--- src/rtl/soc_mem_arbiter.sv ---
// N-port data-memory arbiter: round-robin grant, programmable wait states, registered ack.
// Define SOC_MEM_ARB_FIXED_PRIO_EN to switch to fixed priority (lowest eligible index wins).
module soc_mem_arbiter #(
  parameter int NUM_PORTS   = 2,
  parameter int AW          = 32,
  parameter int DW          = 32,
  parameter int WAIT_STATES = 0
) (
  input  logic                        clk,
  input  logic                        nreset,
  input  logic [NUM_PORTS-1:0]        req,
  input  logic [NUM_PORTS-1:0]        rw,
  input  logic [NUM_PORTS*DW/8-1:0]   wstrobe,
  input  logic [NUM_PORTS*AW-1:0]     addr,
  input  logic [NUM_PORTS*DW-1:0]     wdata,
  output logic [NUM_PORTS-1:0]        ack,
  output logic [DW-1:0]               rdata,
  output logic                        mem_en,
  output logic                        mem_rw,
  output logic [DW/8-1:0]             mem_wstrobe,
  output logic [AW-1:0]               mem_addr,
  output logic [DW-1:0]               mem_wdata,
  input  logic [DW-1:0]               mem_rdata
);

  localparam int SW = DW / 8;
  localparam int GW = (NUM_PORTS > 1) ? $clog2(NUM_PORTS) : 1;

  typedef enum logic {IDLE, ACCESS} state_e;

  state_e                 state_q, state_d;
  logic [3:0]             cnt_q, cnt_d;
  logic [GW-1:0]          grant_q, grant_d;
  logic [GW-1:0]          last_grant_q, last_grant_d;
  logic [NUM_PORTS-1:0]   ack_q, ack_d;
  logic [DW-1:0]          rdata_q, rdata_d;
  logic                   mem_en_q, mem_en_d;
  logic                   mem_rw_q, mem_rw_d;
  logic [SW-1:0]          mem_wstrobe_q, mem_wstrobe_d;
  logic [AW-1:0]          mem_addr_q, mem_addr_d;
  logic [DW-1:0]          mem_wdata_q, mem_wdata_d;

  logic [NUM_PORTS-1:0]   eligible;
  logic                   found;
  logic [GW-1:0]          pick;
  logic                   sel_rw;
  logic [SW-1:0]          sel_strb;
  logic [AW-1:0]          sel_addr;
  logic [DW-1:0]          sel_wdata;

  // Arbitration; masking by ack_q keeps the port just served from re-winning on its stale req.
  always_comb begin
    // NOTE: every combinational output gets a default first so no path can infer a latch.
    eligible = req & ~ack_q;
    found    = 1'b0;
    pick     = '0;
`ifdef SOC_MEM_ARB_FIXED_PRIO_EN
    for (int p = 0; p < NUM_PORTS; p++) begin
      if (!found && eligible[p]) begin
        found = 1'b1;
        pick  = GW'(p);
      end
    end
`else
    for (int k = 1; k <= NUM_PORTS; k++) begin
      for (int p = 0; p < NUM_PORTS; p++) begin
        if (!found && eligible[p] &&
            ((int'(last_grant_q) + k == p) || (int'(last_grant_q) + k == p + NUM_PORTS))) begin
          found = 1'b1;
          pick  = GW'(p);
        end
      end
    end
`endif
  end

  // Constant-index mux of the winning port's request fields.
  always_comb begin
    sel_rw    = 1'b0;
    sel_strb  = '0;
    sel_addr  = '0;
    sel_wdata = '0;
    for (int p = 0; p < NUM_PORTS; p++) begin
      if (pick == GW'(p)) begin
        sel_rw    = rw[p];
        sel_strb  = wstrobe[p*SW +: SW];
        sel_addr  = addr[p*AW +: AW];
        sel_wdata = wdata[p*DW +: DW];
      end
    end
  end

  always_comb begin
    state_d       = state_q;
    cnt_d         = cnt_q;
    grant_d       = grant_q;
    last_grant_d  = last_grant_q;
    ack_d         = '0;
    rdata_d       = rdata_q;
    mem_en_d      = mem_en_q;
    mem_rw_d      = mem_rw_q;
    mem_wstrobe_d = mem_wstrobe_q;
    mem_addr_d    = mem_addr_q;
    mem_wdata_d   = mem_wdata_q;

    case (state_q)
      IDLE: begin
        if (found) begin
          grant_d       = pick;
          mem_en_d      = 1'b1;
          mem_rw_d      = sel_rw;
          mem_wstrobe_d = sel_rw ? sel_strb : '0;
          mem_addr_d    = sel_addr;
          mem_wdata_d   = sel_wdata;
          cnt_d         = 4'(WAIT_STATES);
          state_d       = ACCESS;
        end
      end
      ACCESS: begin
        if (cnt_q != 4'd0) begin
          cnt_d = cnt_q - 4'd1;
        end else begin
          if (!mem_rw_q) rdata_d = mem_rdata;
          for (int p = 0; p < NUM_PORTS; p++) begin
            if (grant_q == GW'(p)) ack_d[p] = 1'b1;
          end
          last_grant_d  = grant_q;
          mem_en_d      = 1'b0;
          mem_rw_d      = 1'b0;
          mem_wstrobe_d = '0;
          state_d       = IDLE;
        end
      end
      default: state_d = IDLE;
    endcase
  end

  // Reset to last_grant = NUM_PORTS-1 so that port 0 wins the first round.
  always_ff @(posedge clk or negedge nreset) begin
    if (!nreset) begin
      state_q       <= IDLE;
      cnt_q         <= '0;
      grant_q       <= '0;
      last_grant_q  <= GW'(NUM_PORTS - 1);
      ack_q         <= '0;
      rdata_q       <= '0;
      mem_en_q      <= 1'b0;
      mem_rw_q      <= 1'b0;
      mem_wstrobe_q <= '0;
      mem_addr_q    <= '0;
      mem_wdata_q   <= '0;
    end else begin
      // NOTE: non-blocking assignments so every flop samples pre-edge values.
      state_q       <= state_d;
      cnt_q         <= cnt_d;
      grant_q       <= grant_d;
      last_grant_q  <= last_grant_d;
      ack_q         <= ack_d;
      rdata_q       <= rdata_d;
      mem_en_q      <= mem_en_d;
      mem_rw_q      <= mem_rw_d;
      mem_wstrobe_q <= mem_wstrobe_d;
      mem_addr_q    <= mem_addr_d;
      mem_wdata_q   <= mem_wdata_d;
    end
  end

  assign ack         = ack_q;
  assign rdata       = rdata_q;
  assign mem_en      = mem_en_q;
  assign mem_rw      = mem_rw_q;
  assign mem_wstrobe = mem_wstrobe_q;
  assign mem_addr    = mem_addr_q;
  assign mem_wdata   = mem_wdata_q;

endmodule

--- config.mk ---
export PLATFORM = sky130hd
export DESIGN_NAME = soc_mem_arbiter
export DESIGN_NICKNAME = d
export VERILOG_FILES = /design/src/rtl/soc_mem_arbiter.sv
export SDC_FILE = /design/constraint.sdc
export NUM_CORES = 1
export LEC_CHECK = 0
export ABC_AREA = 1
export BUFFER_PORTS_ARGS = -buffer_cell sky130_fd_sc_hd__buf_2
export CORE_MARGIN = 3
export CORE_UTILIZATION = 40
export DETAILED_ROUTE_END_ITERATION = 12
export PLACE_DENSITY_LB_ADDON = 0.25
export SLEW_MARGIN = 10
export SYNTH_ARGS = -nofsm -noshare
export SYNTH_HDL_FRONTEND = slang
export SYNTH_SLANG_ARGS = --single-unit
--- constraint.sdc ---
create_clock -name clk -period 1.4 [get_ports clk]
set_clock_uncertainty 0.1 [all_clocks]
set_input_delay 0.28 -clock clk [delete_from_list [all_inputs] [get_ports clk]]
set_output_delay 0.28 -clock clk [all_outputs]
set_load 0.005 [all_outputs]
==> summary.md <==
| Metric | Value |
|---|---|
| Run status | complete, but fails checks |
| Failing checks | negative setup slack |
| Number of unique standard cell types used by synthesis | 24 |
| Flops & latches, synth | 111 |
| Initial core utilization | 41.2% |
| Post-synthesis area per instance | 8.46 um2 |
| Launching instance or port of the critical path | cnt_q[0] |
| Crit share post-route | 107% |
| Final hold violations | 0 |
| Design area | 7810 um2 |
| Fill cells | 993 |
| Synthesis Warnings | 0 |
| Area leader, netlist | sky130_fd_sc_hd__dfrtp_1 |
| Cells after Synth | 587 |
| Min-delay worst type | primary input to flip-flop |
| Post-layout min period | 1.50 ns |
| RSZ-0062 raised after global routing | yes |
| Power per cell area | 2210 nW/um2 |
| DRC violation total after the first TritonRoute iteration | 365 |
| Number of standard-cell rows in the floorplan | 40 |
| Number of antenna repair diodes | 0 |
| Vias in the first global route | 5545 |
| Main area contributors after synthesis | sky130_fd_sc_hd__dfrtp_1 55%, sky130_fd_sc_hd__nand2_1 11%, sky130_fd_sc_hd__a21oi_1 9.1%, sky130_fd_sc_hd__nand3_1 6.8%, sky130_fd_sc_hd__o21ai_1 5.5% |
| Post-detailed-route DRC marker count | 0 |
| Register clock-pin slew on the reported worst setup and hold paths | 0.07 ns |
| Clock tree root buffer cell | sky130_fd_sc_hd__clkbuf_16 |
| Count of H-tree levels built during CTS | 3 |
| Static leakage | 3.97 nW |
| Core area | 12100 um2 |
| Source-to-sink clock delay at the later pin of the worst-skew pair | 0.34 ns |
| Layout cells sized above 1 | 46.6% |
| Routed wirelength normalized by instance count | 17.2 um |
| Kind of capture point of the worst setup path | flip-flop |
| DP Wirelength | 11900 um |
| Data arrival time at the worst-slack endpoint | 1.68 ns |
| Drt first pass iters | 5 |
| Number of max-slew violations in the final report | 0 |
| Peak supply drop | 0.954 mV |
| Y dimension of the die | 117 um |
| Critical path start-end classification | flip-flop to flip-flop |
| Terminus of the critical flop-to-flop path | rdata[15] |
| Total global-route track usage | 25.1% |
| Final net count | 1061 |
| First-pass GRT wire length | 28000 um |
| Depth of the most critical reg-to-reg path | 8 |
| Register area share after synthesis | 55.9% |
| Number of buffers on the longest clock path | 2 |
| Post-synthesis net count | 763 |
| Clock sink total | 111 |
| Maximum clock rate | 667 MHz |
| Drt total wl | 18200 um |
| Yosys top cell area share | 55.4% |
| Footprint of the flip-flops and latches | 2780 um2 |
| CP Capture Point | rdata[15] |
| CTS Buf Count | 9 |
| Overall die area | 13800 um2 |
| Top library cells by usage in the layout, fill and taps aside | 275 x sky130_fd_sc_hd__buf_2, 121 x sky130_fd_sc_hd__nand2_1, 109 x sky130_fd_sc_hd__dfrtp_1 |
| Maximum number of pins on one net before global-route repair | 54 |
| Max transition margin | 71.3% |
| Initial antenna violation count | 3 |
| Sort of element at the start of the critical path | flip-flop |
| Post-layout worst setup margin | -0.0985 ns |
| Multi-input gate area in the final layout | 2250 um2 |
| GRT overflow | 0 |
| Routed vias/inst | 5.18 |
| Overall via count from detail_route | 5477 |
| Startpoint of the worst-slack reg-to-reg timing path | cnt_q[0] |
| Quantity of I/O buffers inserted on ports | 277 |
| Data required time at the worst endpoint | 1.58 ns |
| Mapped cell area | 4970 um2 |
| Slew at the pin with the worst max-slew slack | 0.431 ns |
| Area of placed instances | 6750 um2 |
| Total I/O pin count | 278 |
| Die Span X | 117 um |
| TritonCTS clock tree | yes |
| # setup viols final | 99 |
| Final hold slack | 0.0664 ns |
| Placer's final routability congestion estimate | 0.873 |
| Final-layout setup total negative slack | -4.64 ns |
| Most frequent standard cell in the layout excluding fill and tap cells | sky130_fd_sc_hd__buf_2 |
| Internal reg-to-reg setup slack | -0.1 ns |
| Number of nets with antenna violations after routing | 0 |
| Max-capacitance violation count | 0 |
| Synthesis-to-layout area growth | 57.2% |
| Highest fanout seen on the critical path | 16 |
layout make-up:
class                   count  area share (%)
inverters                  15           0.929
multi-input cells         420            28.8
clock inverters             3           0.833
repair buffers            328            27.8
flip-flops and latches    111            35.6
well taps                 168            2.69
clock buffers              13            3.33
routing by layer:
| metal | up-vias | part of all wire (%) | global-route usage, % |
|---|---|---|---|
| li1 | 2576 | - | - |
| met1 | 2579 | 40 | 30.6 |
| met2 | 273 | 49 | 41.8 |
| met3 | 43 | 7.9 | 6.94 |
| met4 | 6 | 2.6 | 10.8 |
| met5 | - | 0.19 | 0 |
sequential cells by signal, summed over array words and instances (netlist names):
| register | flops |
|---|---|
| rdata | 32 |
| ack | 2 |
| state_q | 1 |
| last_grant_q | 1 |
| mem_en | 1 |
| mem_addr | 32 |
| mem_rw | 1 |
| mem_wstrobe | 4 |
| cnt_q | 4 |
| grant_q | 1 |
| mem_wdata | 32 |
report_power, final:
group          internal (W)  switching [W]
logic               0.00405        0.00462
clock network       0.00167        0.00113
registers           0.00482       0.000947
total                0.0105        0.00670
worst min-delay path by stage:
stage / slack (ns) / end / cells after the start / start
after floorplan: -0.12 / ack[0] / 0 / nreset
after detailed placement: -0.001 / mem_addr[25] / 1 / nreset
after global routing: 0.07 / rdata[14] / 3 / mem_rdata[14]
after global placement: -0.0006 / mem_addr[25] / 1 / nreset
final: 0.07 / rdata[2] / 3 / mem_rdata[2]
after CTS: 0.06 / rdata[6] / 3 / mem_rdata[6]
synthesized netlist by cell type:
cell type,count
sky130_fd_sc_hd__inv_1,10
sky130_fd_sc_hd__buf_2,20
sky130_fd_sc_hd__nand2_1,140
sky130_fd_sc_hd__buf_4,5
sky130_fd_sc_hd__nand3_1,67
sky130_fd_sc_hd__o21ai_1,55
sky130_fd_sc_hd__nand3_2,1
sky130_fd_sc_hd__nor2_2,1
sky130_fd_sc_hd__nor2_1,28
sky130_fd_sc_hd__nor2_4,1
sky130_fd_sc_hd__o21ai_0,26
sky130_fd_sc_hd__xor2_1,1
sky130_fd_sc_hd__buf_1,4
sky130_fd_sc_hd__buf_6,1
sky130_fd_sc_hd__dfstp_2,1
sky130_fd_sc_hd__o22ai_1,1
sky130_fd_sc_hd__a21oi_1,90
sky130_fd_sc_hd__ha_1,2
sky130_fd_sc_hd__clkbuf_2,1
sky130_fd_sc_hd__clkbuf_1,13
sky130_fd_sc_hd__nand4_1,2
sky130_fd_sc_hd__nand2_2,2
sky130_fd_sc_hd__dfrtp_1,110
sky130_fd_sc_hd__inv_2,5
cells by family after synthesis:
family,after synthesis,share of synthesized area [%]
fa+ha+maj,2,0.504
buf+inv,59,5.52
compound gates,172,17.4
xor+xnor,1,0.176
flops,111,55.9
simple gates,242,20.5
stage by stage:
step | setup WS (ns) | utilization [%] | power, W | std cells
after global routing | -0.140 | 64.7 | 0.0184 | 1058
final | -0.0985 | 64.7 | 0.0172 | 1058
after floorplan | -0.00379 | - | 0.00931 | 587
after global placement | -0.0862 | 55.9 | 0.0123 | 1020
after CTS | -0.0497 | 62.8 | 0.0167 | 1054
after detailed placement | -0.0989 | 55.9 | 0.0125 | 1020
timing repair:
item	in CTS	in global routing
resized for setup	66	45
hold buffers	1	0
setup buffers	9	1
hold endpoints to repair	110	0
cloned	8	4
endpoints found under the setup margin	88	107
pin swaps	13	14
worst max-delay path, stage by stage, from the launching register on:
cell                      delay (ns)
sky130_fd_sc_hd__dfrtp_1        0.39
sky130_fd_sc_hd__inv_2          0.08
sky130_fd_sc_hd__ha_4           0.13
sky130_fd_sc_hd__nand4_1        0.12
sky130_fd_sc_hd__inv_2          0.15
sky130_fd_sc_hd__buf_4          0.15
sky130_fd_sc_hd__buf_16         0.14
sky130_fd_sc_hd__nand3_1        0.08
sky130_fd_sc_hd__nand2_1        0.09
(Power assumes the default switching activity.)
